<file path="src/rtl/uart_pkg.sv">
// Shared UART constants and state encodings for the transmit
// scheduler and its byte serializer.
package uart_pkg;

    localparam int   UART_DATA_BITS = 8;
    localparam logic UART_START_BIT = 1'b0;
    localparam logic UART_STOP_BIT  = 1'b1;

    typedef enum logic [1:0] {
        SCH_IDLE,
        SCH_SEND,
        SCH_LOCK
    } sch_state_t;

    typedef enum logic [1:0] {
        TX_IDLE,
        TX_START,
        TX_DATA,
        TX_STOP
    } tx_state_t;

endpackage

</file>
<file path="src/rtl/uart_tx_byte.sv">
// 8N1 byte serializer: start bit, eight data bits LSB first, stop bit.
// done is high in the final stop-bit cycle.
module uart_tx_byte
    import uart_pkg::*;
#(
    parameter int CLKS_PER_BIT = 1
) (
    input  logic       clk,
    input  logic       rst,
    input  logic       start,
    input  logic [7:0] data,
    output logic       tx,
    output logic       done
);

    localparam int CW = (CLKS_PER_BIT > 1) ? $clog2(CLKS_PER_BIT) : 1;
    localparam logic [CW-1:0] BAUD_LAST = CW'(CLKS_PER_BIT - 1);
    localparam logic [2:0]    BIT_LAST  = 3'(UART_DATA_BITS - 1);

    tx_state_t     r_state, w_state_nxt;
    logic [CW-1:0] r_baud, w_baud_nxt;
    logic [2:0]    r_bit, w_bit_nxt;
    logic [7:0]    r_shift, w_shift_nxt;
    logic          r_tx, w_tx_nxt;
    logic          w_bit_end;

    // Frame state, counters and a registered line driver; reset idles the line high.
    always_ff @(posedge clk or posedge rst) begin
        if (rst) begin
            r_state <= TX_IDLE;
            r_baud  <= '0;
            r_bit   <= '0;
            r_shift <= '0;
            r_tx    <= UART_STOP_BIT;
        end else begin
            r_state <= w_state_nxt;
            r_baud  <= w_baud_nxt;
            r_bit   <= w_bit_nxt;
            r_shift <= w_shift_nxt;
            r_tx    <= w_tx_nxt;
        end
    end

    // Next-state logic: each bit lasts CLKS_PER_BIT cycles; start is ignored unless idle.
    always_comb begin
        w_state_nxt = r_state;
        w_baud_nxt  = r_baud;
        w_bit_nxt   = r_bit;
        w_shift_nxt = r_shift;
        w_tx_nxt    = r_tx;
        w_bit_end   = (r_baud == BAUD_LAST);
        done        = 1'b0;
        unique case (r_state)
            TX_IDLE: begin
                w_baud_nxt = '0;
                if (start) begin
                    w_state_nxt = TX_START;
                    w_shift_nxt = data;
                    w_tx_nxt    = UART_START_BIT;
                end
            end
            TX_START: begin
                if (w_bit_end) begin
                    w_state_nxt = TX_DATA;
                    w_baud_nxt  = '0;
                    w_bit_nxt   = '0;
                    w_tx_nxt    = r_shift[0];
                end else begin
                    w_baud_nxt = r_baud + 1'b1;
                end
            end
            TX_DATA: begin
                if (w_bit_end) begin
                    w_baud_nxt = '0;
                    if (r_bit == BIT_LAST) begin
                        w_state_nxt = TX_STOP;
                        w_tx_nxt    = UART_STOP_BIT;
                    end else begin
                        w_bit_nxt   = r_bit + 1'b1;
                        w_shift_nxt = r_shift >> 1;
                        w_tx_nxt    = r_shift[1];
                    end
                end else begin
                    w_baud_nxt = r_baud + 1'b1;
                end
            end
            TX_STOP: begin
                if (w_bit_end) begin
                    done        = 1'b1;
                    w_state_nxt = TX_IDLE;
                    w_baud_nxt  = '0;
                    w_tx_nxt    = UART_STOP_BIT;
                end else begin
                    w_baud_nxt = r_baud + 1'b1;
                end
            end
            default: begin
                w_state_nxt = TX_IDLE;
                w_tx_nxt    = UART_STOP_BIT;
            end
        endcase
    end

    assign tx = r_tx;

endmodule

</file>
<file path="src/rtl/uart_tx_scheduler.sv">
// Round-robin, packet-granular sharing of one UART tx line between
// N_REQ byte-stream requesters.
module uart_tx_scheduler
    import uart_pkg::*;
#(
    parameter  int N_REQ        = 4,
    parameter  int CLKS_PER_BIT = 1,
    localparam int IW           = $clog2(N_REQ)
) (
    input  logic                 clk,
    input  logic                 rst,
    input  logic [N_REQ-1:0]     req_valid,
    input  logic [8*N_REQ-1:0]   req_data,
    input  logic [N_REQ-1:0]     req_last,
    output logic [N_REQ-1:0]     req_ready,
    output logic                 tx,
    output logic                 busy,
    output logic [IW-1:0]        grant_id
);

    localparam logic [IW:0]   N_WIDE   = (IW + 1)'(N_REQ);
    localparam logic [IW-1:0] ID_LAST  = IW'(N_REQ - 1);

    sch_state_t    r_state, w_state_nxt;
    logic [IW-1:0] r_rr;
    logic [IW-1:0] r_grant;
    logic          r_last;
    logic [IW-1:0] w_win;
    logic [IW-1:0] w_sel;
    logic [IW-1:0] w_grant_inc;
    logic          w_any;
    logic          w_accept;
    logic          w_done;
    logic [7:0]    w_byte;

    // Round-robin scan from r_rr; lowest offset with valid wins.
    always_comb begin
        logic [IW:0] v_idx;
        v_idx = '0;
        w_win = '0;
        w_any = 1'b0;
        for (int k = N_REQ - 1; k >= 0; k--) begin
            v_idx = {1'b0, r_rr} + (IW + 1)'(k);
            if (v_idx >= N_WIDE) begin
                v_idx = v_idx - N_WIDE;
            end
            if (req_valid[v_idx[IW-1:0]]) begin
                w_win = v_idx[IW-1:0];
                w_any = 1'b1;
            end
        end
    end

    // Scheduler state register.
    always_ff @(posedge clk or posedge rst) begin
        if (rst) begin
            r_state <= SCH_IDLE;
        end else begin
            r_state <= w_state_nxt;
        end
    end

    // Ready generation and next state: free arbitration in IDLE, owner-only in LOCK.
    always_comb begin
        w_state_nxt = r_state;
        req_ready   = '0;
        w_sel       = w_win;
        unique case (r_state)
            SCH_IDLE: begin
                if (w_any) begin
                    req_ready[w_win] = 1'b1;
                    w_state_nxt      = SCH_SEND;
                end
            end
            SCH_SEND: begin
                if (w_done) begin
                    w_state_nxt = r_last ? SCH_IDLE : SCH_LOCK;
                end
            end
            SCH_LOCK: begin
                w_sel              = r_grant;
                req_ready[r_grant] = req_valid[r_grant];
                if (req_valid[r_grant]) begin
                    w_state_nxt = SCH_SEND;
                end
            end
            default: begin
                w_state_nxt = SCH_IDLE;
            end
        endcase
    end

    assign w_accept    = |(req_valid & req_ready);
    assign w_byte      = req_data[{w_sel, 3'b000} +: 8];
    assign w_grant_inc = (r_grant == ID_LAST) ? '0 : r_grant + 1'b1;

    // Capture owner and packet-end flag on acceptance; advance pointer after a packet ends.
    always_ff @(posedge clk or posedge rst) begin
        if (rst) begin
            r_rr    <= '0;
            r_grant <= '0;
            r_last  <= 1'b0;
        end else begin
            if (w_accept) begin
                r_grant <= w_sel;
                r_last  <= req_last[w_sel];
            end
            if (r_state == SCH_SEND && w_done && r_last) begin
                r_rr <= w_grant_inc;
            end
        end
    end

    uart_tx_byte #(
        .CLKS_PER_BIT (CLKS_PER_BIT)
    ) u_tx_byte (
        .clk   (clk),
        .rst   (rst),
        .start (w_accept),
        .data  (w_byte),
        .tx    (tx),
        .done  (w_done)
    );

    assign busy     = (r_state != SCH_IDLE);
    assign grant_id = r_grant;

endmodule

</file>
<file path="config.mk">
export PLATFORM = sky130hd
export DESIGN_NAME = uart_tx_scheduler
export DESIGN_NICKNAME = d
export VERILOG_FILES = /design/src/rtl/uart_pkg.sv /design/src/rtl/uart_tx_byte.sv /design/src/rtl/uart_tx_scheduler.sv
export SDC_FILE = /design/constraint.sdc
export NUM_CORES = 1
export LEC_CHECK = 0
export CORE_ASPECT_RATIO = 2
export CORE_MARGIN = 2
export CORE_UTILIZATION = 25
export CTS_CLUSTER_DIAMETER = 120
export DETAILED_ROUTE_END_ITERATION = 16
export GPL_ROUTABILITY_DRIVEN = 1
export PLACE_DENSITY_LB_ADDON = 0.25
export SYNTH_ARGS = -nofsm -noshare
export SYNTH_HDL_FRONTEND = slang
export SYNTH_SLANG_ARGS = --single-unit
</file>
<file path="constraint.sdc">
create_clock -name clk -period 7.2 [get_ports clk]
set_clock_uncertainty 0.2 [all_clocks]
set_input_delay 0.72 -clock clk [delete_from_list [all_inputs] [get_ports clk]]
set_output_delay 0.72 -clock clk [all_outputs]
set_load 0.02 [all_outputs]
</file>
==> impl_metrics.csv <==
group,metric,value,unit
run_status,outcome,"complete, no violations",
grt,gr-total-overflow,0,
drt,first_pass_iters,4,
clock_tree,cts_max_level,1,
synth,syn-mean-instance-area,10.82,sq um
power_and_ir_drop,power.switching,0.3600,mW
synth,ys_seq_area_share,32.02,%
critical_path,path_buf_inv,2,
clock_tree,cts_root_buffer,"clkbuf_16",
die,die_y,118.7,um
drt,top_layer_used,"met4",
synth,synth_top_area_share,30.42,%
power_and_ir_drop,total_power,0.8838,mW
placement,gp_congestion,0.8370,
grt,grt_usage,14.03,%
flow_run,cap_viol_max_count,0,
power_and_ir_drop,vdd_drop_max,133.9,uV
drt,postRouteWirelength,4826,um
power_and_ir_drop,pwr-share-clk,13.4,%
drt,wl_met2,2818,um
synth,synth_area,0.001645,sq mm
layout,nets,255,
timing,rsz0062_at_grt,"false",
drt,vias_per_cell,4.875,
layout,layout-drive-gt1-share,15.42,%
timing,tightestPinTransition,1.106,ns
synth,synth_cells,152,
synth,synth.distinct_cells,43,
power_and_ir_drop,share_comb_of_total_power,59.7,%
grt,grt_pass1_vias,1484,
die,rows,41,
clock_tree,post_cts_resized,0,
drt,met1Wirelength,1673,um
timing,max_freq,0.2532,GHz
critical_path,critPathKind,"primary input to output port",
critical_path,cpPeakStageDelay,0.64,ns
synth,synth_top_area_cell,"dfrtp_1",
clock_tree,numClockSinks,21,
placement,numPortBuffers,49,
layout,design_area,0.002312,sq mm
synth,synthArstFlopShare,100.0,%
die,initial_utilization,25.87,%
min_path,hp-class,"flip-flop to flip-flop",
power_and_ir_drop,seqPwrFrac,27.0,%
clock_tree,cts_buffers,3,
grt,grt_pass1_wl,7424,um
min_path,hold_start,"u_tx_byte.r_shift[7]$_DFFE_PP0P_",
grt,antenna_found_initial,0,
power_and_ir_drop,pwr_density_cell,382.2,mW/mm^2
power_and_ir_drop,swShare,40.73,%
die,die_area,0.007286,sq mm
critical_path,crit_path_frequent_cell,"clkdlybuf4s50_1",
min_path,holdPathEnd,"u_tx_byte.r_shift[7]$_DFFE_PP0P_",
drt,num_vias,1399,
min_path,worstHoldPathCells,1,
clock_tree,cts_buffer_depth,2,
power_and_ir_drop,internal-power,0.5238,mW
critical_path,r2r_slack,4.33,ns
clock_tree,cts_hold_buf,0,
critical_path,slowest_stage,"clkdlybuf4s50_1",
timing,fin_tns_setup,0,ns
clock_tree,clk_pin_slew_worst_paths,0.06,ns
drt,ant_nets,0,
synth,synth-edff-count,0,
critical_path,cp_max_fo,8,
drt,wl_met3,143,um
critical_path,worstPathRequired,6.28,ns
synth,yosys_register_bits,21,
layout,antennaDiodeCount,0,
die,pin_count,50,
critical_path,worstReg2RegStart,"r_rr[1]$_DFFE_PP0P_",
die,core,0.006361,sq mm
drt,drc_errors,0,
drt,avgRoutedWirePerCell,16.82,um
die,die_w,61.37,um
critical_path,reg2reg_to,"u_tx_byte.r_shift[7]$_DFFE_PP0P_",
synth,syn_nets,205,
critical_path,worst_setup_path_end_kind,"output port",
critical_path,rr_worst_depth,5,
grt,grt_max_degree,22,
timing,post-route-min-period,3.949,ns
clock_tree,tritoncts,"yes",
critical_path,arrival,3.03,ns
drt,dr.first_iter.drc_count,75,
placement,dp_hpwl,3849,um
timing,finalSetupViolations,0,
timing,period_share,54.85,%
critical_path,start_kind,"primary input",
timing,slew_viol_final,0,
placement,dp_slack,3.281,ns
clock_tree,post_cts_buffers,0,
synth,yosys-top-cells-area,"dfrtp_1 30%, mux2i_1 9.1%, ha_1 8.4%, mux2_2 6.2%, mux4_2 4.1%",
timing,slew_headroom,26.25,%
critical_path,crit_chain,"clkdlybuf4s50_1, a21oi_1, nor4_1, a32o_1, clkdlybuf4s50_1",
timing,hold_viol_final,0,
power_and_ir_drop,p_leak,0.9502,nW
clock_tree,clkLatencyLatePin,0.25,ns
synth,synthFlopType,"dfrtp_1",
synth,yosysWarnings,0,
layout,syn_to_final_growth,40.53,%
placement,dpl_cell_area,0.002233,sq mm
timing,postLayoutSetupSlackWorst,3.251,ns
critical_path,cpLargestDelayFamily,"buffers and inverters",
## cell families after synthesis
kind of cell,after synthesis,share of synthesized area (%)
xor+xnor,1,0.5324
buf+inv,12,3.269
compound gates,35,19.09
flops,21,32.02
fa+ha+maj,11,8.365
simple gates,39,12.55
mux,33,24.18
## cells in the mapped netlist (all sizes together), types with 4 or more instances
cell    instances
inv             8
dfrtp          20
ha             11
o221ai          7
nand2          15
a21oi           4
mux2i          15
mux2           15
nor2b           4
a22o            4
nor2            7
## flip-flops by register name, indices dropped and copies added, names as in the netlist
register	cells
r_rr	2
grant_id	2
u_tx_byte.r_bit	3
u_tx_byte.tx	1
u_tx_byte.r_state	2
r_last	1
u_tx_byte.r_shift	8
r_state	2
## worst reg2reg max path, delay by kind of cell (launching register included)
family | cells | cell delay [ns]
compound gates | 3 | 1.37
mux | 1 | 0.63
flops | 1 | 0.45
simple gates | 1 | 0.12
## through the flow
step / utilization (%) / std cells / hold slack (ns)
2_1_floorplan: - / 152 / 0.2641
3_3_place_gp: 35.11 / 283 / 0.2799
3_5_place_dp: 35.11 / 283 / 0.2867
4_1_cts: 36.35 / 287 / 0.2996
5_1_grt: 36.35 / 287 / 0.3192
6_report: 36.35 / 287 / 0.2980
## power groups by stage
stage	clock (mW)	combinational (mW)	sequential, mW
3_5_place_dp	0	0.534	0.240
2_1_floorplan	0	0.389	0.229
6_report	0.118	0.527	0.238
3_3_place_gp	0	0.531	0.238
4_1_cts	0.121	0.538	0.238
5_1_grt	0.128	0.580	0.245
## worst max path at each step
stage | startpoint | end | cells after the start
2_1_floorplan | req_valid[2] | req_ready[0] | 5
3_3_place_gp | req_valid[2] | req_ready[0] | 7
3_5_place_dp | req_valid[2] | req_ready[0] | 7
4_1_cts | req_valid[2] | req_ready[0] | 7
5_1_grt | req_valid[0] | req_ready[0] | 7
6_report | req_valid[3] | req_ready[1] | 5
## per-layer routing
metal | up-vias | global-route usage (%)
met5 | - | 0
met4 | 0 | 7.580
met3 | 9 | 1.313
met2 | 45 | 26.66
met1 | 671 | 13.46
li1 | 674 | -
## cell usage in the layout, fill, tap and decap left out, types with 2 or more instances in the layout
master           Yosys  layout
mux2_1               3       3
mux2i_1             15      15
a22oi_1              2       2
clkdlybuf4s50_1      0      49
o221ai_1             7       7
a22o_1               4       4
nand2b_1             3       3
mux4_2               3       3
nand2_1             14      14
or2_2                2       2
ha_1                11      11
mux2_4               3       3
dfrtp_1             20      20
inv_1                8       8
a21oi_1              4       4
o21bai_1             2       2
clkbuf_16            0       3
a32o_1               3       3
nor2b_1              4       4
mux2_2               9       9
o21ai_0              3       3
nor2_1               7       7
## cell type report
class / count / area (sq um)
clock buffer: 4 / 78.83
fill: 672 / 4049
inverter: 8 / 30.03
multi-input combinational: 119 / 1079
sequential: 21 / 526.8
tap: 86 / 107.6
timing repair buffer: 49 / 490.5
Power figures use the tool's default switching activity.
